**src/rtl/struct74_pkg.sv**
```systemverilog
// Shared constants and types for the struct74 register parts.
// The mode encoding is common to every univ_shreg channel.
package struct74_pkg;

  typedef logic [1:0] shreg_mode_t;

  localparam shreg_mode_t MODE_HOLD = 2'b00;
  localparam shreg_mode_t MODE_SHUP = 2'b01;
  localparam shreg_mode_t MODE_SHDN = 2'b10;
  localparam shreg_mode_t MODE_LOAD = 2'b11;

endpackage

```
**src/rtl/univ_shreg_chan.sv**
```systemverilog
// One WIDTH-bit universal shift register lane with synchronous preset/clear.
// Preset beats clear, and both beat the selected mode.
module univ_shreg_chan
  import struct74_pkg::*;
#(
  parameter int WIDTH = 4
) (
  input  logic             clk,
  input  logic             rst,
  input  logic             preset_n,
  input  logic             clear_n,
  input  shreg_mode_t      mode,
  input  logic             su_in,
  input  logic             sd_in,
  input  logic [WIDTH-1:0] d,
  output logic [WIDTH-1:0] q,
  output logic [WIDTH-1:0] qn,
  output logic             su_out,
  output logic             sd_out
);

  always_ff @(posedge clk) begin
    if (rst) begin
      q <= '0;
    end else if (!preset_n) begin
      q <= '1;
    end else if (!clear_n) begin
      q <= '0;
    end else begin
      case (mode)
        MODE_SHUP: q <= {q[WIDTH-2:0], su_in};
        MODE_SHDN: q <= {sd_in, q[WIDTH-1:1]};
        MODE_LOAD: q <= d;
        default:   q <= q;
      endcase
    end
  end

  // Serial outputs come straight off the register so cascades never form a loop.
  assign qn     = ~q;
  assign su_out = q[WIDTH-1];
  assign sd_out = q[0];

endmodule

```
**src/rtl/univ_shreg.sv**
```systemverilog
// Multi-channel universal shift register; each lane is an independent
// univ_shreg_chan fed from slices of the flattened buses.
module univ_shreg
  import struct74_pkg::*;
#(
  parameter int WIDTH    = 4,
  parameter int CHANNELS = 2
) (
  input  logic                      clk,
  input  logic                      rst,
  input  logic [CHANNELS-1:0]       preset_n,
  input  logic [CHANNELS-1:0]       clear_n,
  input  logic [2*CHANNELS-1:0]     mode,
  input  logic [CHANNELS-1:0]       su_in,
  input  logic [CHANNELS-1:0]       sd_in,
  input  logic [WIDTH*CHANNELS-1:0] d,
  output logic [WIDTH*CHANNELS-1:0] q,
  output logic [WIDTH*CHANNELS-1:0] qn,
  output logic [CHANNELS-1:0]       su_out,
  output logic [CHANNELS-1:0]       sd_out
);

  for (genvar c = 0; c < CHANNELS; c++) begin : g_chan
    univ_shreg_chan #(
      .WIDTH(WIDTH)
    ) u_chan (
      .clk      (clk),
      .rst      (rst),
      .preset_n (preset_n[c]),
      .clear_n  (clear_n[c]),
      .mode     (shreg_mode_t'(mode[2*c +: 2])),
      .su_in    (su_in[c]),
      .sd_in    (sd_in[c]),
      .d        (d[c*WIDTH +: WIDTH]),
      .q        (q[c*WIDTH +: WIDTH]),
      .qn       (qn[c*WIDTH +: WIDTH]),
      .su_out   (su_out[c]),
      .sd_out   (sd_out[c])
    );
  end

endmodule
```
**config.mk**
```make
export PLATFORM = sky130hd
export DESIGN_NAME = univ_shreg
export DESIGN_NICKNAME = d
export VERILOG_FILES = /design/src/rtl/struct74_pkg.sv /design/src/rtl/univ_shreg_chan.sv /design/src/rtl/univ_shreg.sv
export SDC_FILE = /design/constraint.sdc
export NUM_CORES = 1
export LEC_CHECK = 0
export BUFFER_PORTS_ARGS = -buffer_cell sky130_fd_sc_hd__buf_2
export CORE_UTILIZATION = 46
export CTS_BUF_LIST = sky130_fd_sc_hd__clkbuf_8
export DETAILED_ROUTE_END_ITERATION = 16
export PLACE_DENSITY = 0.88
export SLEW_MARGIN = 40
export SYNTH_ARGS = -nofsm -noshare
export SYNTH_HDL_FRONTEND = slang
export SYNTH_HIERARCHICAL = 1
export SYNTH_SLANG_ARGS = --single-unit
```
**constraint.sdc**
```tcl
create_clock -name clk -period 1.95 [get_ports clk]
set_clock_uncertainty 0.2 [all_clocks]
set_input_delay 0.0975 -clock clk [delete_from_list [all_inputs] [get_ports clk]]
set_output_delay 0.0975 -clock clk [all_outputs]
set_load 0.03 [all_outputs]
```
== After elaboration in Yosys (flattened, before gate mapping) ==
Cells that the tools add are included.

* Output and inout bits: 20
* Register bits: 8
* Bits in read-only memories: 0
* Latch bits: 0
* Word-level logic and storage cells: 18
* Memory bits (writable): 0
* Bits of input ports: 22
* Memories: 0

* Add/subtract/negate cells: 0
* Bitwise operators: 2
* Equal/unequal tests: 8
* Order comparisons: 0
* Multiply operators: 0
* Multiplexer cells: 6
* Reduce and logical (&&, ||, !) cells: 0
* Shift operators: 0
* Div/mod/pow operators: 0

{| class="wikitable"
|+ Operators by type and width
! kind !! number
|-
| 4-bit case mux with 3 select lines || 2
|-
| 4-bit 2-to-1 mux || 4
|-
| 5-bit by 2-bit inequality test with 1-bit output, second input constant || 2
|-
| 2-bit == test, second input constant || 4
|-
| 4-bit NOT || 2
|-
| 2-bit by 1-bit == test with 1-bit output, second input constant || 2
|}

== Depth between registers and ports, before layout ==
* Depth after elaboration: 4
* Depth in mapped cells: 4

== Modules after synthesis ==
The synthesis kept the hierarchy.

{| class="wikitable"
|+ Modules (own cells, without submodules)
! module !! area each (sq um) !! cells each !! instances
|-
| univ_shreg_chan || 322.8 || 35 || 2
|}

== Least setup slack after synthesis ==
OpenSTA, ideal clock, no wires.

* Path type: register to register
* Start point: reg g_chan[0].u_chan.q[2]
* End point: reg g_chan[0].u_chan.q[3]
* Arrival: 960 ps
* Data required time: 1,677 ps
* Library setup time: 73 ps
* Stages on the path, launching flop included: 4
* Setup slack: 717 ps
* Cell sequence: dfxtp_1 mux2_4 o22ai_2 nor3_2

* Longest elaborated chain between the ends: 3

{| class="wikitable"
|+ Ends and longest elaborated chain
! item !! line !! text
|-
| from (decl) || univ_shreg_chan.sv:16 || <nowiki>output logic [WIDTH-1:0] q,</nowiki>
|-
| from (signal assigned) || univ_shreg_chan.sv:31 || <nowiki>MODE_SHUP: q <= {q[WIDTH-2:0], su_in};</nowiki>
|-
| from (signal assigned) || univ_shreg_chan.sv:32 || <nowiki>MODE_SHDN: q <= {sd_in, q[WIDTH-1:1]};</nowiki>
|-
| from (signal assigned) || univ_shreg_chan.sv:34 || <nowiki>default: q <= q;</nowiki>
|-
| 4-bit case mux with 3 select lines || univ_shreg_chan.sv:30 || <nowiki>case (mode)</nowiki>
|-
| 4-bit 2-to-1 mux || univ_shreg_chan.sv:27 || <nowiki>end else if (!clear_n) begin</nowiki>
|-
| 4-bit 2-to-1 mux || univ_shreg_chan.sv:25 || <nowiki>end else if (!preset_n) begin</nowiki>
|}

Every way passes these cells.
A chain may end at the register's enable or synchronous reset.

== Final worst setup path ==
* Start point: in clear_n[1]
* End point: reg g_chan[1].u_chan.q[2]

* Longest elaborated chain between the ends: 2
* Elaborated cells on any way between the ends: 3
* Those cells by class: eq/ne (1); mux (2)

{| class="wikitable"
|+ Ends and longest elaborated chain
! item !! line !! text
|-
| from (decl) || univ_shreg.sv:12 || <nowiki>input logic [CHANNELS-1:0] clear_n,</nowiki>
|-
| 4-bit 2-to-1 mux || univ_shreg_chan.sv:27 ||
|-
| 4-bit 2-to-1 mux || univ_shreg_chan.sv:25 ||
|-
| to (signal assigned) || univ_shreg_chan.sv:31 ||
|-
| to (signal assigned) || univ_shreg_chan.sv:32 ||
|-
| to (signal assigned) || univ_shreg_chan.sv:34 ||
|-
| to (decl) || univ_shreg_chan.sv:16 ||
|}

Parallel ways exist; a longest one is shown, timed or not.

==> out/metrics.yaml <==
global_routing:
  met2_usage: 0.328
  grt_pass1_vias: 494
  antenna_found_initial: 0
  use_met1: 0.261
  track_usage: 0.202
  gr-total-overflow: 0
  grtUsageMet3: 0.0682
  grt_max_degree: 9
  grt_first_pass_wirelength_um: 2150
  grt-busiest-layer: "met2"
final_layout:
  antenna_cells: 0
  largestRegisters: "g_chan.u_chan/q (8)"
  final_cell_mix: "buf_2, inv_1, dfxtp_1"
  syn_to_final_growth_pct: 39.1
  fillers: 115
  final_common_cell: "buf_2"
  largest_reg_flops: 8
  num-nets-final: 136
  drive_gt1_frac: 0.500
  top_register: "g_chan.u_chan/q"
pwr:
  p_sw_mw: 0.208
  clkPwrFrac: 0.322
  swShare: 0.341
  power.density_mw_per_mm2: 679
  power_frac_comb: 0.358
  p_leak_nw: 0.463
  seq_power_share: 0.320
  irDropWorstVdd_uv: 668
  internal_power_mw: 0.402
setup_path:
  cpPeakStageDelay_ns: 0.52
  endpoint_kind: "flop"
  cp_slowest_cell: "dlygate4sd3_1"
  rrSetupSlack_ns: 0.83
  path_class: "in -> reg"
  r2r-end: "g_chan[0].u_chan/q[2]"
  path_max_fanout: 4
  r2r_cells: 3
  critPathRequiredTime_ns: 1.85
  r2r_start: "g_chan[0].u_chan/q[1]"
  crit_arrival_ns: 1.16
  start_kind: "input pin"
  crit_chain: "dlygate4sd3_1 > buf_2 > nand4bb_4 > o22ai_1 > nor3_1"
run_status:
  status: "complete, no violations"
synthesis:
  synthCells: 70
  synth_seq_cells: 8
  ys_warn_count: 6
  synth.net_count: 92
  yosysSeqAreaShare: 0.248
  syn_avg_cell_area_sq_um: 9.22
  yosys.cell_types.count: 18
  syn_area_sq_um: 646
  synth-edff-count: 0
  async_flop_share: 0
  ys.flop_type: "dfxtp_1"
floorplan:
  dieArea_sq_mm: 0.00156
  core_area_sq_mm: 0.00130
  die_h_um: 39.5
  die_x_um: 39.5
  io_pins: 42
  fp-row-count: 13
  initial_core_util: 0.496
worst_hold_path:
  worstHoldPathType: "in -> reg"
  min_to: "g_chan[0].u_chan/q[0]"
  min_from: "rst"
  whs_path_depth: 3
sta:
  fin_setup_tns_ns: 0
  rsz0062_at_grt: "no"
  worst_slack_ns: 0.688
  worst_slew_pin_slew_ns: 0.300
  final-hold-violation-count: 0
  maxSlewViolCount: 0
  relSlewSlack: 0.799
  fin_crit_sh: 0.647
  period_needed_ns: 1.26
  timing.fmax_mhz: 792
  finalSetupViolCount: 0
routing:
  vias: 633
  drtAntennaViolNets: 0
  viasPerCell: 4.98
  routed_wl_um: 1470
  drc_errors: 0
  dr.first_iter.drc_count: 17
  post_drt_wl_per_cell_um: 11.6
  drt_pass1_iterations: 4
clock_tree:
  worstSkewPairLatency_ns: 0.23
  cts_inserted_buffers: 3
  numClockSinks: 8
  path_clk_slew_ns: 0.04
  cts.htree.levels: 1
  cts_buffer_depth: 2
  cts_tree: "yes"
  cts-root-buf: "clkbuf_8"
place:
  dp_hpwl_um: 1160
  gp_congestion: 0.777
  numPortBuffers: 41
  dp_slack_ns: 0.810
job:
  max_cap_viol_count: 0
-- routing by layer --
metal / part of all wire / up-vias
li1: - / 329
met1: 0.44 / 283
met2: 0.50 / 21
met3: 0.054 / 0
met4: 0 / 0
met5: 0 / -
-- synth_stat cells, drive strengths merged, types with 4 or more instances --
cell     instances  share of area
mux2             6           0.14
dfxtp            8           0.25
nand4bb          4           0.12
mux2i            4          0.062
buf              6          0.081
nor3             6          0.062
nor2             6          0.035
inv             12          0.070
o22ai            6          0.078
nand2            4          0.023
-- cell type report --
class	count	area, sq um	share of cell area
clock buffer	3	41.3	0.0460
inverter	12	45.0	0.0501
multi-input combinational	44	388	0.432
sequential	8	160	0.178
tap	15	18.8	0.0209
timing repair buffer	45	245	0.273
-- critical path: cells and delay by family --
kind,cells,cell delay (ns)
buffers and inverters,2,0.68
AND/OR/NAND/NOR,2,0.21
AO/OA/AOI/OAI,1,0.18
-- power groups by stage --
stage                     Clock (mW)  Combinational [mW]  Sequential (mW)
final                          0.196               0.218            0.195
after global routing           0.214               0.234            0.198
after CTS                      0.203               0.220            0.195
after detailed placement           0               0.213            0.198
after global placement             0               0.209            0.197
after floorplan                    0               0.128            0.224
-- kinds of logic after synthesis --
family                 Yosys count  synth area share
and+or+nand+nor                 22             0.264
buffers and inverters           18             0.151
AOI/OAI and AO/OA               12             0.136
muxes                           10             0.202
DFF                              8             0.248
-- stage by stage --
step           instance area, sq um  power, mW   util  std cells  hold slack [ns]
2_1_floorplan                   646      0.353      -         70           0.0317
3_3_place_gp                    817      0.406  0.628        120            0.138
3_5_place_dp                    817      0.411  0.628        120            0.148
4_1_cts                         898      0.618  0.690        127           0.0191
5_1_grt                         898      0.647  0.690        127           0.0483
6_report                        898      0.610  0.690        127           0.0197
-- repair_timing --
item | CTS | global route
hold endpoints to repair | 4 | 0
hold buffers | 4 | 0
buffers inserted | 0 | 0
gates resized for setup | 0 | 0
-- worst max path at each step --
stage | from | endpoint | slack [ns] | cells past startpoint
CTS | clear_n[1] | g_chan[1].u_chan/q[2] | 0.70 | 5
finish | clear_n[1] | g_chan[1].u_chan/q[2] | 0.69 | 5
detailed placement | mode[1] | g_chan[0].u_chan/q[1] | 0.81 | 4
global route | clear_n[1] | g_chan[1].u_chan/q[2] | 0.64 | 5
global placement | mode[3] | g_chan[1].u_chan/q[1] | 0.84 | 4
floorplan | g_chan[0].u_chan/q[2] | g_chan[0].u_chan/q[3] | 0.72 | 3
(Power assumes the default switching activity.)
